### src/rtl/imem_loader_if.sv
// Port bundle for imem_loader: load control, byte stream in, and the two bank
// write ports plus status out. The loader takes the slave view.
interface imem_loader_if #(
  parameter int BANK_AW = 10
);
  logic               start;
  logic [BANK_AW:0]   base_addr;
  logic [BANK_AW:0]   len;
  logic               abort;
  logic               in_valid;
  logic [7:0]         in_data;
  logic               in_ready;
  logic               ceb0, ceb1;
  logic               web0, web1;
  logic [BANK_AW-1:0] A0, A1;
  logic [15:0]        D0, D1;
  logic               busy;
  logic               done;
  logic [15:0]        checksum;

  modport slave (
    input  start, base_addr, len, abort, in_valid, in_data,
    output in_ready, ceb0, ceb1, web0, web1, A0, A1, D0, D1, busy, done, checksum
  );

  modport master (
    output start, base_addr, len, abort, in_valid, in_data,
    input  in_ready, ceb0, ceb1, web0, web1, A0, A1, D0, D1, busy, done, checksum
  );
endinterface

### src/rtl/imem_loader.sv
// Byte-stream programmer for the two-bank halfword instruction memory: packs
// little-endian byte pairs and writes halfword h to bank h[0] at index h>>1.
module imem_loader #(
  parameter int BANK_AW    = 10,
  parameter int DATA_WIDTH = 16
) (
  input  logic          clk,
  input  logic          reset,
  imem_loader_if.slave  bus
);
  localparam logic [2:0] S_IDLE = 3'd0;
  localparam logic [2:0] S_LO   = 3'd1;
  localparam logic [2:0] S_HI   = 3'd2;
  localparam logic [2:0] S_WR   = 3'd3;
  localparam logic [2:0] S_DONE = 3'd4;

  localparam logic [BANK_AW:0] ONE = {{BANK_AW{1'b0}}, 1'b1};

  logic [2:0]            state_q, state_d;
  logic [BANK_AW:0]      addr_q, addr_d;
  logic [BANK_AW:0]      remain_q, remain_d;
  logic [7:0]            lo_q, lo_d;
  logic [DATA_WIDTH-1:0] hw_q, hw_d;
  logic [DATA_WIDTH-1:0] checksum_q, checksum_d;

  always_comb begin
    state_d    = state_q;
    addr_d     = addr_q;
    remain_d   = remain_q;
    lo_d       = lo_q;
    hw_d       = hw_q;
    checksum_d = checksum_q;
    case (state_q)
      S_IDLE: begin
        if (bus.start) begin
          addr_d     = bus.base_addr;
          remain_d   = bus.len;
          checksum_d = '0;
          state_d    = (bus.len == '0) ? S_DONE : S_LO;
        end
      end
      S_LO: begin
        if (bus.abort) begin
          state_d = S_DONE;
        end else if (bus.in_valid) begin
          lo_d    = bus.in_data;
          state_d = S_HI;
        end
      end
      S_HI: begin
        // abort wins over a same-cycle byte; the partial halfword is dropped
        if (bus.abort) begin
          state_d = S_DONE;
        end else if (bus.in_valid) begin
          hw_d    = {bus.in_data, lo_q};
          state_d = S_WR;
        end
      end
      S_WR: begin
        checksum_d = checksum_q + hw_q;
        addr_d     = addr_q + ONE;
        remain_d   = remain_q - ONE;
        state_d    = (remain_q == ONE || bus.abort) ? S_DONE : S_LO;
      end
      S_DONE:  state_d = S_IDLE;
      default: state_d = S_IDLE;
    endcase
  end

  always_ff @(posedge clk) begin
    if (reset) begin
      state_q    <= S_IDLE;
      addr_q     <= '0;
      remain_q   <= '0;
      lo_q       <= '0;
      hw_q       <= '0;
      checksum_q <= '0;
    end else begin
      state_q    <= state_d;
      addr_q     <= addr_d;
      remain_q   <= remain_d;
      lo_q       <= lo_d;
      hw_q       <= hw_d;
      checksum_q <= checksum_d;
    end
  end

  logic wr0, wr1;

  // Bank ports are idle (and A/D parked at zero) outside the single WR cycle
  always_comb begin
    wr0          = (state_q == S_WR) && !addr_q[0];
    wr1          = (state_q == S_WR) &&  addr_q[0];
    bus.in_ready = (state_q == S_LO) || (state_q == S_HI);
    bus.ceb0     = !wr0;
    bus.web0     = !wr0;
    bus.ceb1     = !wr1;
    bus.web1     = !wr1;
    bus.A0       = wr0 ? addr_q[BANK_AW:1] : '0;
    bus.A1       = wr1 ? addr_q[BANK_AW:1] : '0;
    bus.D0       = wr0 ? hw_q : '0;
    bus.D1       = wr1 ? hw_q : '0;
    bus.busy     = (state_q != S_IDLE);
    bus.done     = (state_q == S_DONE);
    bus.checksum = checksum_q;
  end
endmodule

### src/flat_wrapper.sv
// flat-port wrapper written by rule: the top's interface ports become plain ports
module imem_loader_flat 
#(
  parameter int BANK_AW    = 10,
  parameter int DATA_WIDTH = 16
)
  (clk, reset, bus_start, bus_base_addr, bus_len, bus_abort, bus_in_valid, bus_in_data, bus_in_ready, bus_ceb0, bus_ceb1, bus_web0, bus_web1, bus_A0, bus_A1, bus_D0, bus_D1, bus_busy, bus_done, bus_checksum);
  imem_loader_if #(.BANK_AW(BANK_AW)) bus_i ();
  input  logic clk;
  input  logic reset;
  input wire logic [$bits(bus_i.start)-1:0] bus_start;
  input wire logic [$bits(bus_i.base_addr)-1:0] bus_base_addr;
  input wire logic [$bits(bus_i.len)-1:0] bus_len;
  input wire logic [$bits(bus_i.abort)-1:0] bus_abort;
  input wire logic [$bits(bus_i.in_valid)-1:0] bus_in_valid;
  input wire logic [$bits(bus_i.in_data)-1:0] bus_in_data;
  output wire logic [$bits(bus_i.in_ready)-1:0] bus_in_ready;
  output wire logic [$bits(bus_i.ceb0)-1:0] bus_ceb0;
  output wire logic [$bits(bus_i.ceb1)-1:0] bus_ceb1;
  output wire logic [$bits(bus_i.web0)-1:0] bus_web0;
  output wire logic [$bits(bus_i.web1)-1:0] bus_web1;
  output wire logic [$bits(bus_i.A0)-1:0] bus_A0;
  output wire logic [$bits(bus_i.A1)-1:0] bus_A1;
  output wire logic [$bits(bus_i.D0)-1:0] bus_D0;
  output wire logic [$bits(bus_i.D1)-1:0] bus_D1;
  output wire logic [$bits(bus_i.busy)-1:0] bus_busy;
  output wire logic [$bits(bus_i.done)-1:0] bus_done;
  output wire logic [$bits(bus_i.checksum)-1:0] bus_checksum;
  assign bus_i.start = bus_start;
  assign bus_i.base_addr = bus_base_addr;
  assign bus_i.len = bus_len;
  assign bus_i.abort = bus_abort;
  assign bus_i.in_valid = bus_in_valid;
  assign bus_i.in_data = bus_in_data;
  assign bus_in_ready = bus_i.in_ready;
  assign bus_ceb0 = bus_i.ceb0;
  assign bus_ceb1 = bus_i.ceb1;
  assign bus_web0 = bus_i.web0;
  assign bus_web1 = bus_i.web1;
  assign bus_A0 = bus_i.A0;
  assign bus_A1 = bus_i.A1;
  assign bus_D0 = bus_i.D0;
  assign bus_D1 = bus_i.D1;
  assign bus_busy = bus_i.busy;
  assign bus_done = bus_i.done;
  assign bus_checksum = bus_i.checksum;
  imem_loader #(.BANK_AW(BANK_AW), .DATA_WIDTH(DATA_WIDTH)) u_core (.clk(clk), .reset(reset), .bus(bus_i));
endmodule
### config.mk
export PLATFORM = sky130hd
export DESIGN_NAME = imem_loader_flat
export DESIGN_NICKNAME = d
export VERILOG_FILES = /design/src/rtl/imem_loader_if.sv /design/src/rtl/imem_loader.sv /design/src/flat_wrapper.sv
export SDC_FILE = /design/constraint.sdc
export NUM_CORES = 1
export LEC_CHECK = 0
export BUFFER_PORTS_ARGS = -buffer_cell sky130_fd_sc_hd__buf_2
export CAP_MARGIN = 30
export CORE_MARGIN = 3
export CORE_UTILIZATION = 47
export CTS_CLUSTER_DIAMETER = 200
export CTS_CLUSTER_SIZE = 10
export DETAILED_ROUTE_END_ITERATION = 7
export GPL_ROUTABILITY_DRIVEN = 0
export PLACE_DENSITY = 0.76
export SYNTH_ARGS = -nofsm -noshare
export SYNTH_HDL_FRONTEND = slang
export SYNTH_SLANG_ARGS = --single-unit
### constraint.sdc
create_clock -name clk -period 2.4 [get_ports clk]
set_clock_uncertainty 0.1 [all_clocks]
set_input_delay 0.48 -clock clk [delete_from_list [all_inputs] [get_ports clk]]
set_output_delay 0.48 -clock clk [all_outputs]
set_load 0.01 [all_outputs]
==> flow_summary.toml <==
[timing]
final.setup.tns_ps = 0
fmax_mhz = 429
drv_slew = 0
setup_viol = 0
period_share_pct = 97.0
whs_ps = 281
hold_viol = 0
slew_headroom_pct = 56.1
fin_ws_ps = 71.2
rsz0062_at_grt = "true"
worstMarginPinSlew_ps = 656
period_needed_ps = 2330

[setup_path]
worstPathRequired_ps = 2550
cp_data_arrival_time_ps = 2470
critical_path_class = "flip-flop to flip-flop"
endpoint_kind = "flip-flop"
cp_max_fo = 3
reg2regPathDepth = 9
start_kind = "flip-flop"

[die]
dieArea_sq_um = 9160
die_h_um = 95.7
fp-row-count = 32
core_sq_um = 7770
die_w_um = 95.7
start_util_pct = 48.7
ios = 110

[flow_run]
cap_violations = 0

[placed_design]
place_ws_ps = -43.4
dpl-instance-area_sq_um = 4500
buffer_ports.inserted = 109
dp_hpwl_um = 8230

[global_routing]
track_usage_pct = 23.9
grt_overflow = 0
grt_pass1_vias = 3596
grt_first_pass_wirelength_um = 17100
grt_max_degree = 38
antenna_found_initial = 0

[clocking]
root_buffer = "clkbuf_8"
h-tree-depth = 3
cts_tree = "done"
clockBufferDepth = 2
clk_latency_ps = 350
clk_pin_slew_ps = 80
cts_hold_buf = 0
cts_made_buffers = 9
clock-sinks = 65

[pwr]
leakage_nw = 2.36
peakVddDrop_mv = 0.375
cellPowerDensity_nw_per_um2 = 527

[yosys]
synth-main-ff-cell = "dfxtp_1"
yosys.area.top_type = "dfxtp_1"
yosys.area.top_type_share_pct = 34.4
yosysMostFrequentCell = "dfxtp_1"
synth_edf_count = 0
synth_cell_type_count = 47
syn_nets = 546
yosys-top-cells-area = "dfxtp_1, a21oi_1, ha_1"
ys_seq_area_share_pct = 34.4
synth_commonest_cells = "dfxtp_1, nand2_1, a21oi_1"
yosys_register_bits = 65
synthCells = 492
netlist_area_sq_um = 3780
synthArstFlopShare_pct = 0
avgSynthCellArea_sq_um = 7.69
ys_warn_count = 0

[drt]
drc = 0
antenna_left = 0
routedWlPerCell_um = 15.6
drt-total-wl_um = 11100
detail_route.vias_per_cell = 5.76
firstDrtPassIters = 5
drtIter0Drc = 216
vias = 4081

[final_layout]
antenna_cells = 0
fin_nets = 655
fill_cells = 729
design_area_sq_um = 4760
final_util_pct = 61.3
drive_gt1_share_pct = 26.7
syn_to_final_growth_pct = 25.9

[worst_hold_path]
hp-class = "primary input to flip-flop"
hold_depth = 3

[outcome]
status = "completed"
==> path summary, 6_finish.rpt <==
path / from / to / slack (ps)
min: bus_in_data[5] / u_core.hw_q[13]$_SDFFE_PP0P_ / 280
max: u_core.bus.checksum[0]$_SDFFE_PP0P_ / u_core.bus.checksum[14]$_SDFFE_PP0P_ / 70
max reg2reg: u_core.bus.checksum[0]$_SDFFE_PP0P_ / u_core.bus.checksum[14]$_SDFFE_PP0P_ / 70
min reg2reg: u_core.lo_q[6]$_SDFFE_PP0P_ / u_core.hw_q[6]$_SDFFE_PP0P_ / 360
==> through the flow <==
step	cells	power, mW
2_1_floorplan	492	1.37
3_3_place_gp	690	1.47
3_5_place_dp	690	1.49
4_1_cts	707	2.52
5_1_grt	708	2.61
6_report	708	2.51
==> power breakdown <==
| part | total (mW) | switching [mW] | leakage [nW] | internal [mW] |
|---|---|---|---|---|
| logic | 0.300 | 0.178 | 1.72 | 0.122 |
| registers | 1.17 | 0.0460 | 0.529 | 1.12 |
| clock network | 1.04 | 0.452 | 0.111 | 0.591 |
==> registers in the layout, indices dropped and copies added, names as in the netlist <==
name and count:
u_core.addr_q 11, u_core.bus.checksum 16, u_core.hw_q 16, u_core.lo_q 8, u_core.remain_q 11, u_core.state_q 3
==> layout make-up <==
cell class / instances / area (sq um) / share of cell area (%)
multi-input cells: 382 / 2320 / 48.8
repair buffers: 131 / 739 / 15.5
clock buffers: 10 / 128 / 2.68
clock inverters: 6 / 91.3 / 1.92
well taps: 102 / 128 / 2.68
inverters: 12 / 45.0 / 0.946
flip-flops and latches: 65 / 1310 / 27.4
==> placed cells by master, fill, tap and decap left out, types with 4 or more instances in the layout <==
| cell | n |
|---|---|
| a211oi_1 | 8 |
| a21o_1 | 7 |
| a21oi_1 | 54 |
| a221oi_1 | 5 |
| a22o_1 | 6 |
| a22oi_1 | 6 |
| a31oi_1 | 5 |
| and2_1 | 25 |
| and3_1 | 27 |
| buf_2 | 109 |
| buf_4 | 19 |
| clkbuf_8 | 9 |
| dfxtp_1 | 64 |
| ha_1 | 17 |
| inv_1 | 12 |
| mux2i_1 | 8 |
| nand2_1 | 58 |
| nand3_1 | 16 |
| nand4_1 | 4 |
| nor2_1 | 48 |
| nor3_1 | 5 |
| nor4_1 | 6 |
| o21ai_0 | 17 |
| or3_1 | 5 |
| xnor2_1 | 6 |
| xor2_1 | 7 |
==> per-layer routing <==
metal | wire length (um) | GRT usage (%) | part of all wire (%) | up-vias
met5 | 0 | 0 | 0 | -
met2 | 5330 | 40.8 | 48 | 176
met3 | 863 | 5.16 | 7.8 | 20
met4 | 144 | 6.40 | 1.3 | 0
met1 | 4740 | 30.5 | 43 | 1916
li1 | - | - | - | 1969
==> cell families (layout without fill, tap and decap cells) <==
group / Yosys count / in the layout / synth area share, %
xor+xnor: 13 / 13 / 3.01
compound gates: 135 / 135 / 22.3
flops: 65 / 65 / 34.4
mux: 8 / 8 / 2.12
buf+inv: 45 / 159 / 4.76
simple gates: 207 / 207 / 26.9
fa+ha+maj: 19 / 19 / 6.49
==> what timing repair did <==
action,CTS,global route
resized for setup,2,8
buffers inserted,1,1
pin swaps,1,2
endpoints found under the setup margin,22,25
==> worst max-delay path, cell delays in order, from the launching register on <==
cell	delay (ps)
dfxtp_1	330
ha_2	210
fa_2	360
a21oi_2	160
o31ai_1	110
a21oi_1	270
o21ai_2	120
a311oi_2	280
xnor2_1	90
a22o_1	190
Power figures use the tool's default switching activity.
